### config.mk
export PLATFORM = sky130hd
export DESIGN_NAME = demux_router_1to4
export DESIGN_NICKNAME = d
export VERILOG_FILES = /design/src/rtl/demux_pkg.sv /design/src/rtl/demux_ch_fifo.sv /design/src/rtl/demux_router_1to4.sv
export SDC_FILE = /design/constraint.sdc
export NUM_CORES = 1
export LEC_CHECK = 0
export BUFFER_PORTS_ARGS = -buffer_cell sky130_fd_sc_hd__buf_2
export CAP_MARGIN = 20
export CORE_MARGIN = 1.5
export CORE_UTILIZATION = 57
export CTS_BUF_LIST = sky130_fd_sc_hd__clkbuf_16
export CTS_CLUSTER_SIZE = 14
export DETAILED_ROUTE_END_ITERATION = 8
export PLACE_DENSITY = 0.79
export SYNTH_ARGS = -nofsm -noshare
export SYNTH_HDL_FRONTEND = slang
export SYNTH_HIERARCHICAL = 1
export SYNTH_SLANG_ARGS = --single-unit
### constraint.sdc
create_clock -name clk -period 3.1 [get_ports clk]
set_input_delay 0.62 -clock clk [delete_from_list [all_inputs] [get_ports clk]]
set_output_delay 0.62 -clock clk [all_outputs]
set_load 0.1 [all_outputs]
### src/rtl/demux_pkg.sv
// Shared constants and types for the 1-to-4 demultiplexing router.
package demux_pkg;

  localparam int NUM_CH         = 4;
  localparam int STAT_W         = 16;
  localparam int DEFAULT_DATA_W = 8;

  typedef logic [1:0] ch_sel_t;

endpackage

### src/rtl/demux_ch_fifo.sv
// Per-channel synchronous FIFO; storage is cleared on reset so the head reads zero when empty.
module demux_ch_fifo
  import demux_pkg::*;
#(
  parameter int DATA_W = DEFAULT_DATA_W,
  parameter int DEPTH  = 2
) (
  input  logic                   clk,
  input  logic                   rst,
  input  logic                   push,
  input  logic                   pop,
  input  logic [DATA_W-1:0]      wdata,
  output logic [DATA_W-1:0]      rdata,
  output logic                   full,
  output logic                   empty,
  output logic [$clog2(DEPTH):0] count
);

  localparam int PTR_W = $clog2(DEPTH);
  localparam logic [PTR_W-1:0] PTR_ONE = 1;
  localparam logic [PTR_W:0]   CNT_ONE = 1;
  localparam logic [PTR_W:0]   CNT_MAX = DEPTH;

  logic [DATA_W-1:0] r_mem [DEPTH];
  logic [PTR_W-1:0]  r_wr_ptr;
  logic [PTR_W-1:0]  r_rd_ptr;
  logic [PTR_W:0]    r_count;
  logic              w_push;
  logic              w_pop;

  // A full FIFO refuses a push even if it pops in the same cycle.
  assign w_push = push && !full;
  assign w_pop  = pop && !empty;
  assign full   = (r_count == CNT_MAX);
  assign empty  = (r_count == '0);
  assign count  = r_count;
  assign rdata  = r_mem[r_rd_ptr];

  always_ff @(posedge clk) begin
    if (rst) begin
      for (int i = 0; i < DEPTH; i++) r_mem[i] <= '0;
      r_wr_ptr <= '0;
      r_rd_ptr <= '0;
      r_count  <= '0;
    end else begin
      if (w_push) begin
        r_mem[r_wr_ptr] <= wdata;
        r_wr_ptr        <= r_wr_ptr + PTR_ONE;
      end
      if (w_pop) r_rd_ptr <= r_rd_ptr + PTR_ONE;
      if (w_push && !w_pop)      r_count <= r_count + CNT_ONE;
      else if (!w_push && w_pop) r_count <= r_count - CNT_ONE;
    end
  end

endmodule

### src/rtl/demux_router_1to4.sv
// 1-to-4 router: select decode, in_ready mux, output packing, optional pop counters.
// Optional feature macro: DEMUX_STATS_EN adds the out_cnt port and saturating pop counters.
module demux_router_1to4
  import demux_pkg::*;
#(
  parameter int DATA_W = DEFAULT_DATA_W,
  parameter int DEPTH  = 2
) (
  input  logic                     clk,
  input  logic                     rst,
  input  logic                     in_valid,
  output logic                     in_ready,
  input  ch_sel_t                  in_sel,
  input  logic [DATA_W-1:0]        in_data,
  output logic [NUM_CH-1:0]        out_valid,
  input  logic [NUM_CH-1:0]        out_ready,
  output logic [NUM_CH*DATA_W-1:0] out_data
`ifdef DEMUX_STATS_EN
  ,
  output logic [NUM_CH*STAT_W-1:0] out_cnt
`endif
);

  localparam int CNT_W = $clog2(DEPTH) + 1;

  logic [NUM_CH-1:0] w_full;
  logic [NUM_CH-1:0] w_empty;
  logic [NUM_CH-1:0] w_push;
  logic [NUM_CH-1:0] w_pop;
  logic [CNT_W-1:0]  w_count [NUM_CH];

  // Only the addressed channel's full flag gates the input; other channels never stall.
  assign in_ready = !rst && !w_full[in_sel];

  for (genvar g = 0; g < NUM_CH; g++) begin : g_ch
    assign w_push[g]    = in_valid && in_ready && (in_sel == ch_sel_t'(g));
    assign w_pop[g]     = out_ready[g] && !w_empty[g];
    assign out_valid[g] = (w_count[g] != '0);

    demux_ch_fifo #(
      .DATA_W (DATA_W),
      .DEPTH  (DEPTH)
    ) u_fifo (
      .clk   (clk),
      .rst   (rst),
      .push  (w_push[g]),
      .pop   (w_pop[g]),
      .wdata (in_data),
      .rdata (out_data[g*DATA_W +: DATA_W]),
      .full  (w_full[g]),
      .empty (w_empty[g]),
      .count (w_count[g])
    );
  end

`ifdef DEMUX_STATS_EN
  localparam logic [STAT_W-1:0] STAT_ONE = 1;

  logic [STAT_W-1:0] r_pop_cnt [NUM_CH];

  for (genvar g = 0; g < NUM_CH; g++) begin : g_stat
    // Saturating so a long-running channel reads all-ones instead of wrapping.
    always_ff @(posedge clk) begin
      if (rst)                                   r_pop_cnt[g] <= '0;
      else if (w_pop[g] && (r_pop_cnt[g] != '1)) r_pop_cnt[g] <= r_pop_cnt[g] + STAT_ONE;
    end
    assign out_cnt[g*STAT_W +: STAT_W] = r_pop_cnt[g];
  end
`endif

endmodule

==> summary.txt <==
Placement
  • Placed cells: 444
  • Port bufs: 53
  • Dpl cell area: 4143 sq um
  • DP HPWL: 4833 microns
  • GP Congestion: 0.7825

Cells and area
  • Final net count: 399
  • Fin area: 4499 sq um
  • Most common cell after layout, fill and taps aside: nor2_1
  • Diode count: 0
  • Fill count: 462
  • Area delta synth->final: 17.90%
  • Most frequent cells in the layout: 85 x nor2_1, 64 x edfxtp_1, 53 x buf_2
  • Layout cells sized above 1: 29.50%
  • Finished Layout Cells: 460

Floorplan
  • Die width: 84.83 microns
  • Die Ht: 84.83 microns
  • I/O pins: 54
  • FP Rows: 29
  • Core Region: 6422 sq um
  • Die ar.: 7195 sq um
  • Initial Utilization: 59.42%

Worst setup path
  • Critical Path AT: 2.02 ns
  • Bufs and invs on worst path: 1
  • CP max-delay cell: buf_2
  • Delay-heaviest family, CP: buffers and inverters
  • Setup Crit Path Kind: flip-flop to output pin
  • Worst Path Max Fanout: 6
  • Data required time of the worst path: 2.48 ns
  • Setup crit end kind: output pin
  • CP Launch Type: flip-flop
  • CP Cell Sequence: nor2b_2 -> mux4_2 -> nor2_1 -> buf_2
  • Biggest cell delay along the critical path: 0.47 ns

GRT
  • Tot GR Track Use: 21.14%
  • Largest net degree at the start of global routing: 58
  • Initial antenna violation count: 0
  • Number of global-route vias before repair: 2,416
  • First-pass GRT wire length: 11,210 microns
  • Gr ovfl total: 0

Run status
  • Failing checks: DRC
  • Outcome: complete, but fails checks

Detailed routing
  • Routed Antenna Nets: 0
  • Drt first pass iters: 6
  • Avg WL per Cell: 15.35 microns
  • Final WL: 7062 microns
  • Drt initial violations: 173
  • Vias per inst: 5.365
  • DRC: 5
  • Vias: 2,468

Job
  • Max-Cap Viols: 0

Logic synthesis
  • Post-synthesis net count: 345
  • Yosys warning total: 6
  • Synthesized instance count: 324
  • Area leader, netlist: edfxtp_1
  • Mean post-synth cell area: 11.78 sq um
  • Synth Register Bits: 84
  • Synth area leaders: edfxtp_1 50%, dfxtp_1 10%, mux2_2 9.4%
  • Seq/Total Area, Yosys: 60.85%
  • Distinct cells, synth: 22
  • Syn Std Cell Area: 3816 sq um
  • Share of the synthesized area in the top cell type: 50.36%

Timing
  • Max-slew headroom: 67.46%
  • FMAX: 378.3 MHz
  • Fin Setup TNS: 0 ns
  • Hold Fails Final Rpt: 0
  • Fin crit share: 85.27%
  • Setup skew after layout: 0.004242 ns
  • Final min period: 2.643 ns
  • Slew Limit Fails: 0
  • Final setup vio count: 0
  • Worst slew pin tran: 0.4914 ns
  • Hold WS: 0.5019 ns
  • RSZ-0062 raised after global routing: false

Power and ir drop
  • Leakage: 1.771 nW
  • Peak VDD IR: 0.3983 mV
  • Total chip power: 2.890 mW
  • Power Dens Cells: 642.2 nW/um^2

Clock network
  • Cts repair resizes: 0
  • Clk sinks: 84
  • Clock latency on the worst-skew pair: 0.33 ns
  • # H-tree levels: 3
  • Post-CTS Setup Inserts: 0
  • Reg clk slew, reported paths: 0.06 ns
  • Num CTS Buffers: 9
  • TritonCTS clock tree: done
  • CTS Buffer Depth: 2
  • Root buf cell: clkbuf_16
  • CTS Hold Bufs: 0

Worst hold path
  • Min-delay worst type: flip-flop to flip-flop
-- final timing paths --
kind | from | end | slack [ns] | cells after the start
worst max-delay path | g_ch[0].u_fifo/count[0] | in_ready | 0.46 | 4
worst min-delay path | g_ch[3].u_fifo/r_rd_ptr | flip-flop | 0.50 | 2
worst max register to register | g_ch[2].u_fifo/count[0] | g_ch[2].u_fifo/r_mem[0][0] | 0.86 | 5
worst min register to register | g_ch[3].u_fifo/r_rd_ptr | flip-flop | 0.50 | 2
-- kinds of logic (layout without fill, tap and decap cells) --
group           count (synthesis)  after routing  synth area share (%)
buf+inv                        16             75                 1.705
mux                            33             33                 10.03
simple gates                  155            155                 20.33
compound gates                 20             20                 3.016
fa+ha+maj                       4              4                 1.312
xor+xnor                       12             12                 2.754
flops                          84             84                 60.85
-- synth_stat cells --
cell      instances
dfxtp_1          20
nand3b_1          5
nor2b_1           4
mux2_2           32
inv_1             4
ha_1              4
buf_2             4
a21oi_2           4
or3_1             8
edfxtp_1         64
xor2_1           12
a21oi_1           4
nor2_1           85
or2_2             4
clkbuf_1          8
or3b_1            1
nor3_1            2
mux4_2            1
o21ai_0          12
nand2b_1         40
nor3b_1           2
nor2b_2           4
-- area by class of cell --
cell class,instances,area [sq um],share of cell area (%)
Sequential cell,84,2322,51.61
Multi-Input combinational cell,224,1429,31.76
Timing Repair Buffer,55,280.3,6.229
Clock buffer,9,225.2,5.006
Clock inverter,7,131.4,2.920
Tap cell,77,96.34,2.141
Inverter,4,15.01,0.3337
-- power by group --
part	switching [mW]	internal [mW]	leakage, nW
clock	0.402	0.859	0.180
sequential	0.0185	1.25	0.827
combinational	0.283	0.0761	0.765
-- worst register-to-register path: stages (launching register included) --
cell,delay (ns)
dfxtp_1,0.44
nor2b_2,0.12
nor3_1,0.33
inv_1,0.11
or3_1,0.53
nand2b_1,0.37
-- state kept, by name, summed over array words and instances, names as in the netlist, named ones only --
| name | flops |
|---|---|
| g_ch.u_fifo/r_wr_ptr | 4 |
| g_ch.u_fifo/r_mem | 64 |
| g_ch.u_fifo/count | 8 |
| g_ch.u_fifo/r_rd_ptr | 4 |
-- metal layers --
| layer | global-route usage [%] | part of all wire, % | routed length (microns) |
|---|---|---|---|
| met1 | 25.82 | 42 | 2999 |
| met4 | 10.28 | 2.8 | 201 |
| met5 | 0 | 0 | 0 |
| met2 | 34.33 | 47 | 3348 |
| met3 | 6.615 | 7.3 | 513 |
-- metrics by stage --
stage | utilization, % | setup slack, ns
detailed placement | 64.50 | 0.4115
floorplan | - | 0.1285
global route | 70.06 | 0.3893
CTS | 70.06 | 0.4559
finish | 70.06 | 0.4568
global placement | 64.50 | 0.4292
Power figures use the tool's default switching activity.
